### config.mk
export PLATFORM = sky130hd
export DESIGN_NAME = spram_access_ctrl
export DESIGN_NICKNAME = d
export VERILOG_FILES = /design/src/rtl/spram_access_ctrl.sv
export SDC_FILE = /design/constraint.sdc
export NUM_CORES = 1
export LEC_CHECK = 0
export CORE_ASPECT_RATIO = 1.4
export CORE_UTILIZATION = 44
export CTS_CLUSTER_SIZE = 14
export DETAILED_ROUTE_END_ITERATION = 7
export GPL_ROUTABILITY_DRIVEN = 0
export PLACE_DENSITY = 0.81
export SLEW_MARGIN = 40
export SYNTH_ARGS = -nofsm -noshare
export SYNTH_HDL_FRONTEND = slang
export SYNTH_SLANG_ARGS = --single-unit
### constraint.sdc
create_clock -name clk -period 2.9 [get_ports clk]
set_clock_uncertainty 0.15 [all_clocks]
set_input_delay 0.29 -clock clk [delete_from_list [all_inputs] [get_ports clk]]
set_output_delay 0.29 -clock clk [all_outputs]
set_load 0.005 [all_outputs]
### src/rtl/spram_access_ctrl.sv
// Single-port RAM front-end: write/read arbitration, 2-entry read response FIFO.
// Optional power-up init sweep of the RAM is enabled by defining SPRAM_ACCESS_INIT_EN.
module spram_access_ctrl #(
    parameter int unsigned     DW       = 8,
    parameter int unsigned     AW       = 3,
    parameter int unsigned     DEPTH    = 8,
    parameter logic [DW-1:0]   INIT_VAL = '0
) (
    input  logic          clk,
    input  logic          rst,
    input  logic          wr_valid,
    output logic          wr_ready,
    input  logic [AW-1:0] wr_addr,
    input  logic [DW-1:0] wr_data,
    input  logic          rd_valid,
    output logic          rd_ready,
    input  logic [AW-1:0] rd_addr,
    output logic          rsp_valid,
    input  logic          rsp_ready,
    output logic [DW-1:0] rsp_data,
    output logic          ram_ce,
    output logic          ram_we,
    output logic [AW-1:0] ram_adr,
    output logic [DW-1:0] ram_din,
    input  logic [DW-1:0] ram_dout,
    output logic          init_done
);

    localparam int unsigned FIFO_DEPTH = 2;
    localparam int unsigned CW         = 2;
    localparam int unsigned SW         = CW + 1;

    typedef enum logic {
        ST_INIT = 1'b0,
        ST_RUN  = 1'b1
    } state_t;

`ifdef SPRAM_ACCESS_INIT_EN
    localparam state_t RST_STATE = ST_INIT;
`else
    localparam state_t RST_STATE = ST_RUN;
`endif

    state_t          state;
    state_t          state_nxt;
    logic [AW-1:0]   init_addr;
    logic            init_last;
    logic            last_rd;
    logic            inflight;
    logic            rd_elig;
    logic            wr_gnt;
    logic            rd_gnt;
    logic            push;
    logic            pop;
    logic [DW-1:0]   fifo_mem [FIFO_DEPTH];
    logic            fifo_rp;
    logic            fifo_wp;
    logic [CW-1:0]   fifo_cnt;

    assign init_last = (init_addr == AW'(DEPTH - 1));

    // A read needs a FIFO slot reserved for itself and any read still in flight.
    assign rd_elig = (SW'(fifo_cnt) + SW'(inflight)) < SW'(FIFO_DEPTH);

    always_ff @(posedge clk) begin
        if (rst) begin
            state <= RST_STATE;
        end else begin
            state <= state_nxt;
        end
    end

    always_comb begin
        state_nxt = state;
        if (state == ST_INIT && init_last) begin
            state_nxt = ST_RUN;
        end
    end

    // Grant selection and RAM port drive; a tie goes to the side not served last.
    always_comb begin
        wr_gnt  = 1'b0;
        rd_gnt  = 1'b0;
        ram_ce  = 1'b0;
        ram_we  = 1'b0;
        ram_adr = '0;
        ram_din = '0;
        if (!rst) begin
            if (state == ST_INIT) begin
                ram_ce  = 1'b1;
                ram_we  = 1'b1;
                ram_adr = init_addr;
                ram_din = INIT_VAL;
            end else begin
                if (wr_valid && rd_valid && rd_elig) begin
                    wr_gnt = last_rd;
                    rd_gnt = !last_rd;
                end else begin
                    wr_gnt = wr_valid;
                    rd_gnt = rd_valid && rd_elig;
                end
                if (wr_gnt) begin
                    ram_ce  = 1'b1;
                    ram_we  = 1'b1;
                    ram_adr = wr_addr;
                    ram_din = wr_data;
                end else if (rd_gnt) begin
                    ram_ce  = 1'b1;
                    ram_adr = rd_addr;
                end
            end
        end
    end

    assign wr_ready  = wr_gnt;
    assign rd_ready  = rd_gnt;
    assign init_done = (state == ST_RUN);

    always_ff @(posedge clk) begin
        if (rst) begin
            init_addr <= '0;
        end else if (state == ST_INIT) begin
            init_addr <= init_addr + AW'(1);
        end
    end

    always_ff @(posedge clk) begin
        if (rst) begin
            inflight <= 1'b0;
            last_rd  <= 1'b1;
        end else begin
            inflight <= rd_gnt;
            if (wr_gnt || rd_gnt) begin
                last_rd <= rd_gnt;
            end
        end
    end

    // RAM read data arrives one cycle after the read grant.
    assign push      = inflight;
    assign rsp_valid = (fifo_cnt != '0);
    assign pop       = rsp_valid && rsp_ready;
    assign rsp_data  = fifo_mem[fifo_rp];

    always_ff @(posedge clk) begin
        if (rst) begin
            fifo_rp  <= 1'b0;
            fifo_wp  <= 1'b0;
            fifo_cnt <= '0;
            for (int i = 0; i < FIFO_DEPTH; i++) begin
                fifo_mem[i] <= '0;
            end
        end else begin
            if (push) begin
                fifo_mem[fifo_wp] <= ram_dout;
                fifo_wp           <= ~fifo_wp;
            end
            if (pop) begin
                fifo_rp <= ~fifo_rp;
            end
            case ({push, pop})
                2'b10:   fifo_cnt <= fifo_cnt + CW'(1);
                2'b01:   fifo_cnt <= fifo_cnt - CW'(1);
                default: fifo_cnt <= fifo_cnt;
            endcase
        end
    end

    fifo_no_overflow: assert property (@(posedge clk) disable iff (rst)
        !(push && !pop && fifo_cnt == CW'(FIFO_DEPTH)));

endmodule

==> summary.txt <==
vias per cell - 4.88
final count of hold timing violations - 0
Pins Over Slew Limit - 0
Crit Path Max Fanout - 10
Core ar. - 2440 um2
maximum VDD drop - 0.326 mV
synth cell count leaders - and2_1 (26), edfxtp_1 (16), mux2_2 (8), dfxtp_1 (7), nor2_1 (6)
total die area - 2850 um2
Critical R2R Capture - fifo_mem[0][5]
Critical Path AT - 2040 ps
WL final - 2430 um
largest net degree at the start of global routing - 15
setup TNS - 0 ps
CTS tree - done
reg-to-reg slack, setup - 1250 ps
CP Launch Type - flip-flop
CTS Buf Count - 3
outcome - completed
vias in the first global route - 943
Async S/R FF share, synth - 0%
Crit Path Class - flip-flop to output port
LEAKAGE - 0.644 nW
Net Count, Synth - 129
EDFF count, synth - 16
dpl ws - 470 ps
Routed met1 length - 917 um
area grow syn2layout - 47.6%
CTS max path bufs - 2
top cells by area, synth - edfxtp_1 (41%), and2_1 (14%), dfxtp_1 (12%)
cell area after synthesis - 1160 um2
post-synth top area share - 41.4%
wire per inst - 13.1 um
first-pass GRT wire length - 4020 um
# IOs - 52
CTS root buf - clkbuf_4
Worst EP required - 2460 ps
Detailed Route Iter0 Violations - 8
Final Core Density - 70.1%
gr ovfl total - 0
synth warn - 0
n_diodes - 0
relative slew slack - 49.2%
hold depth - 2
Most used DFF post-synth - edfxtp_1
drt pass-1 iters - 4
design area - 1710 um2
register area - 621 um2
CP peak stage delay - 510 ps
placed cell area - 1680 um2
RSZ-0062 raised after global routing - false
Max Cap Violations - 0
PortBufs - 50
detailed-route DRC error count - 0
final setup vio count - 0
Crit. End Element - output port
total setup buffers inserted after CTS - 0
number of placement rows - 21
Synth Register Bits - 23
Reg2Reg Launch Point - inflight
Tightest Hold Check Type - flip-flop to flip-flop
P per Cell Area - 489 nW/um2
overall global routing resource usage - 19.1%
Worst path top cell family by delay - buffers and inverters
Hold Path Origin - fifo_rp
count leader, synth - and2_1
post-layout net count - 180
Worst-Margin Slew - 758 ps
routed wl met3 - 107 um
Die H - 62.8 um
Achievable Freq - 403 MHz
crit share post-route - 85.5%
crit path cell chain - nand2_2, a311oi_4, and2_1, clkdlybuf4s50_1
post-detail-place hpwl - 1960 um
area of the multi-input gates - 498 um2
FF-to-FF path depth - 3
worst skew pair latency - 300 ps
highest metal used - met4
worst path buffer plus inverter count - 1
worst setup margin - 420 ps
met2 wire len - 1370 um
Reg clk slew, reported paths - 130 ps
Sink Count - 23
fin crit period - 2480 ps
CP max stage cell - clkdlybuf4s50_1
fraction of layout cells with a size suffix above 1 - 11.9%
Starting Density - 47.5%
cts-stage hold buffer count - 0
post-route ant nets - 0
post-cts resize count - 0
Seq/Total Area, Yosys - 53.4%
Syn Inst Count - 101
Synth cell types - 30
Yosys top cell by area - edfxtp_1
H-tree depth - 1
die width - 45.4 um
initial antenna violation count - 0
total vias in the final route - 903
Mapped Avg Cell Area - 11.5 um2
# fillers - 187
[worst min-delay path, cell delays in order (launching register included)]
cell	delay (ps)
dfxtp_1	350
xnor2_1	90
nor2_1	90
[sequential cells by signal, summed over array words and instances, names as in the netlist, named ones only]
register,cells
fifo_mem,16
fifo_wp,1
fifo_cnt,2
last_rd,1
fifo_rp,1
inflight,1
[worst max path at each step]
| stage | start | endpoint | cells after the start |
|---|---|---|---|
| final | fifo_cnt[0] | ram_din[2] | 4 |
| after global placement | rd_valid | ram_din[7] | 5 |
| after floorplan | inflight | fifo_mem[0][0] | 2 |
| after CTS | fifo_cnt[0] | ram_din[7] | 4 |
| after global routing | fifo_cnt[0] | ram_din[2] | 4 |
| after detailed placement | wr_valid | ram_din[7] | 5 |
[area by class of cell]
class                           instances  share of cell area (%)
Clock buffer                            3                    1.31
Clock inverter                          1                   0.438
Inverter                                4                   0.876
Multi-Input combinational cell         69                    29.1
Sequential cell                        23                    36.2
Tap cell                               34                    2.48
Timing Repair Buffer                   51                    29.6
[layer usage]
metal | GRT usage, % | up-vias
li1 | - | 442
met1 | 20.5 | 430
met2 | 34.1 | 29
met3 | 2.89 | 2
met4 | 8.71 | 0
met5 | 0 | -
[where the power goes]
group | leakage (nW) | total, mW | internal, mW | switching, mW
combinational | 0.406 | 0.271 | 0.178 | 0.0932
clock | 0.0139 | 0.145 | 0.0525 | 0.0922
sequential | 0.224 | 0.422 | 0.387 | 0.0354
total | 0.644 | 0.838 | 0.618 | 0.221
[cells by family after synthesis]
kind of cell	Yosys count	share of synthesized area [%]
compound gates	10	7.87
other cells	1	0.323
fa+ha+maj	1	1.08
flops	23	53.4
buf+inv	9	3.66
xor+xnor	4	3.02
mux	8	7.76
simple gates	45	22.8
[layout by cell type (no fill, tap or decap), types with 2 or more instances in the layout]
master / count
a32o_1: 3
nor2_1: 6
clkdlybuf4s50_1: 50
inv_1: 4
edfxtp_1: 16
xnor2_1: 3
clkbuf_4: 3
nor2b_1: 3
and2_1: 26
mux2_2: 8
dfxtp_1: 7
a21oi_1: 2
[stage by stage]
stage	cells	hold WS (ps)	power [mW]
after global routing	185	431	0.882
after detailed placement	181	378	0.703
final	185	399	0.838
after floorplan	101	256	0.558
after global placement	181	352	0.694
after CTS	185	401	0.846
Note: power is estimated with default switching activity, not from simulation.
==> patch, RTL diff (same flow settings) <==
Add a define of `SPRAM_ACCESS_INIT_EN`.
--- a/src/rtl/spram_access_ctrl.sv
+++ b/src/rtl/spram_access_ctrl.sv
@@ -1,4 +1,6 @@
 // Single-port RAM front-end: write/read arbitration, 2-entry read response FIFO.
 // Optional power-up init sweep of the RAM is enabled by defining SPRAM_ACCESS_INIT_EN.
+`define SPRAM_ACCESS_INIT_EN
+
 module spram_access_ctrl #(
     parameter int unsigned     DW       = 8,
Function: changed (a bounded check fails within 4 cycles, from zero or initial values and one cycle with rst high).
==> patch against the original RTL <==
Non-clock buffer count rose by 4; critical path depth rose by 1; cell area increased by 17%; routed wire length grew 22%; synthesized area rose by 21%; count of clock-buffer cells in the layout is 1 higher; global-route usage rose by 0.67 points; setup slack got worse by 0.041 ns; sequential cell count increased by 4.
Power is not compared: it rests on default switching activity, and its combinational part moved more than twofold at a synthesized area within 25%.
==> patch: results (changes against the original RTL) <==
Status: completed
Max VDD drop: 0.2772 mV
Fin nets: 212 (+18%)
Metal-1 WL: 1.045 mm (+14%)
Synth Flop Type: edfxtp_1
Skew-Pair Late Insertion Delay: 0.27 ns (-0.03 ns)
Seq/Total Area, Yosys: 49.87% (-3.6 points)
Slew HR: 49.47% (+0.31 points)
Total Routing Usage GR: 19.73% (+0.67 points)
Critical path's largest stage delay: 0.57 ns (+0.06 ns)
Ant. Diodes: 0 (unchanged)
Synth cell types: 32 (+6.7%)
First-pass GRT wire length: 4.961 mm (+23%)
1st-iter DRT viols: 12 (+4)
Synth top area cells: edfxtp_1 (34%), dfxtp_1 (16%), and2_1 (12%)
Flop pwr share: 58.3%
Num CTS Buffers: 3 (unchanged)
Hold Crit Class: flop to flop
Ys Warns: 0 (unchanged)
Pre-antenna DRT Iters: 4 (unchanged)
Setup Buffers After CTS: 0 (unchanged)
Largest net degree at the start of global routing: 22 (+7)
PostCTS Resize Cnt: 0 (unchanged)
CP delay by family, top: buffers and inverters
DP Wirelength: 2.357 mm (+20%)
Int Power: 574.3 uW
H-Tree Depth: 1 (unchanged)
Initial antenna violation count: 0 (unchanged)
Met2 Wirelength: 1.735 mm (+26%)
Layout cells sized above 1: 13.26% (+1.3 points)
Number of enable flip-flop cells after synthesis: 16 (unchanged)
Vias: 1,099 (+22%)
Met2 Use GR: 39.86% (+5.8 points)
P_leak: 0.7409 nW
Crit-path slowest cell: clkdlybuf4s50_1
Post-Syn Nets: 159 (+23%)
DR WL met3: 109 um (+1.9%)
Total routed wirelength: 2.960 mm (+22%)
Switching portion of total power: 20.64%
Largest regs: fifo_mem x16, init_addr x3, fifo_cnt x2
CTS root buffer: clkbuf_8
PortBufs: 51 (+2.0%)
Worst-path clk slew: 0.08 ns (-0.05 ns)
Top cells by count, synth: and2_1 (27), edfxtp_1 (16), dfxtp_1 (11), nor2_1 (11), mux2_2 (8)
Clk buf depth: 2 (unchanged)
GR Util met3: 2.851% (-0.039 points)
Crit path max fanout: 9 (-1)
Met1 Usage GRT: 18.62% (-1.9 points)
Fillcell total: 246 (+32%)
patch: changes by cell type after synthesis, sizes merged, moves of 3 or more:
cell / delta
nand4: +4
a31oi: +4
nand2b: +3
dfxtp: +4
a31o: +4
nor2: +5
nor2b: -3
a32o: -3
patch: worst reg2reg max path, delay by kind of cell (launching register included):
kind / cells / cell delay (ns)
adders and majority gates: 1 / 0.32
and+or+nand+nor: 1 / 0.35
AOI/OAI and AO/OA: 2 / 0.35
DFF: 1 / 0.37
patch: worst paths after layout:
path,startpoint,endpoint,slack [ns],cells after the start
min reg2reg,last_rd,last_rd,0.35,1
max,wr_valid,ram_din[5],0.38,5
max reg2reg,fifo_cnt[0],fifo_cnt[1],1.29,4
min,last_rd,last_rd,0.35,1
patch: layout make-up:
cell class,count,area share (%)
Timing Repair Buffer,55,27.05
Clock buffer,4,2.254
Tap cell,37,2.317
Sequential cell,27,35.07
Multi-Input combinational cell,92,32.75
Inverter,3,0.5636
patch: cell families (layout without fill, tap and decap cells):
| kind of cell | after synthesis | count (layout) | share of synthesized area [%] |
|---|---|---|---|
| and+or+nand+nor | 59 | 59 | 24.04 |
| DFF | 27 | 27 | 49.87 |
| AOI/OAI and AO/OA | 15 | 15 | 8.905 |
| muxes | 10 | 10 | 7.836 |
| buffers and inverters | 10 | 62 | 3.562 |
| xor gates and xnor gates | 5 | 5 | 3.117 |
| adders and majority gates | 3 | 3 | 2.672 |
patch: through the flow:
stage               utilization, %  setup slack [ns]  cell area (sq um)  std cells  hold slack, ns
floorplan                        -             1.340               1405        129          0.3083
global placement             65.89            0.4488               1953        214          0.3346
detailed placement           65.89            0.3727               1953        214          0.3240
CTS                          67.41            0.3726               1998        218          0.3495
global route                 67.41            0.2882               1998        218          0.4111
finish                       67.41            0.3789               1998        218          0.3475
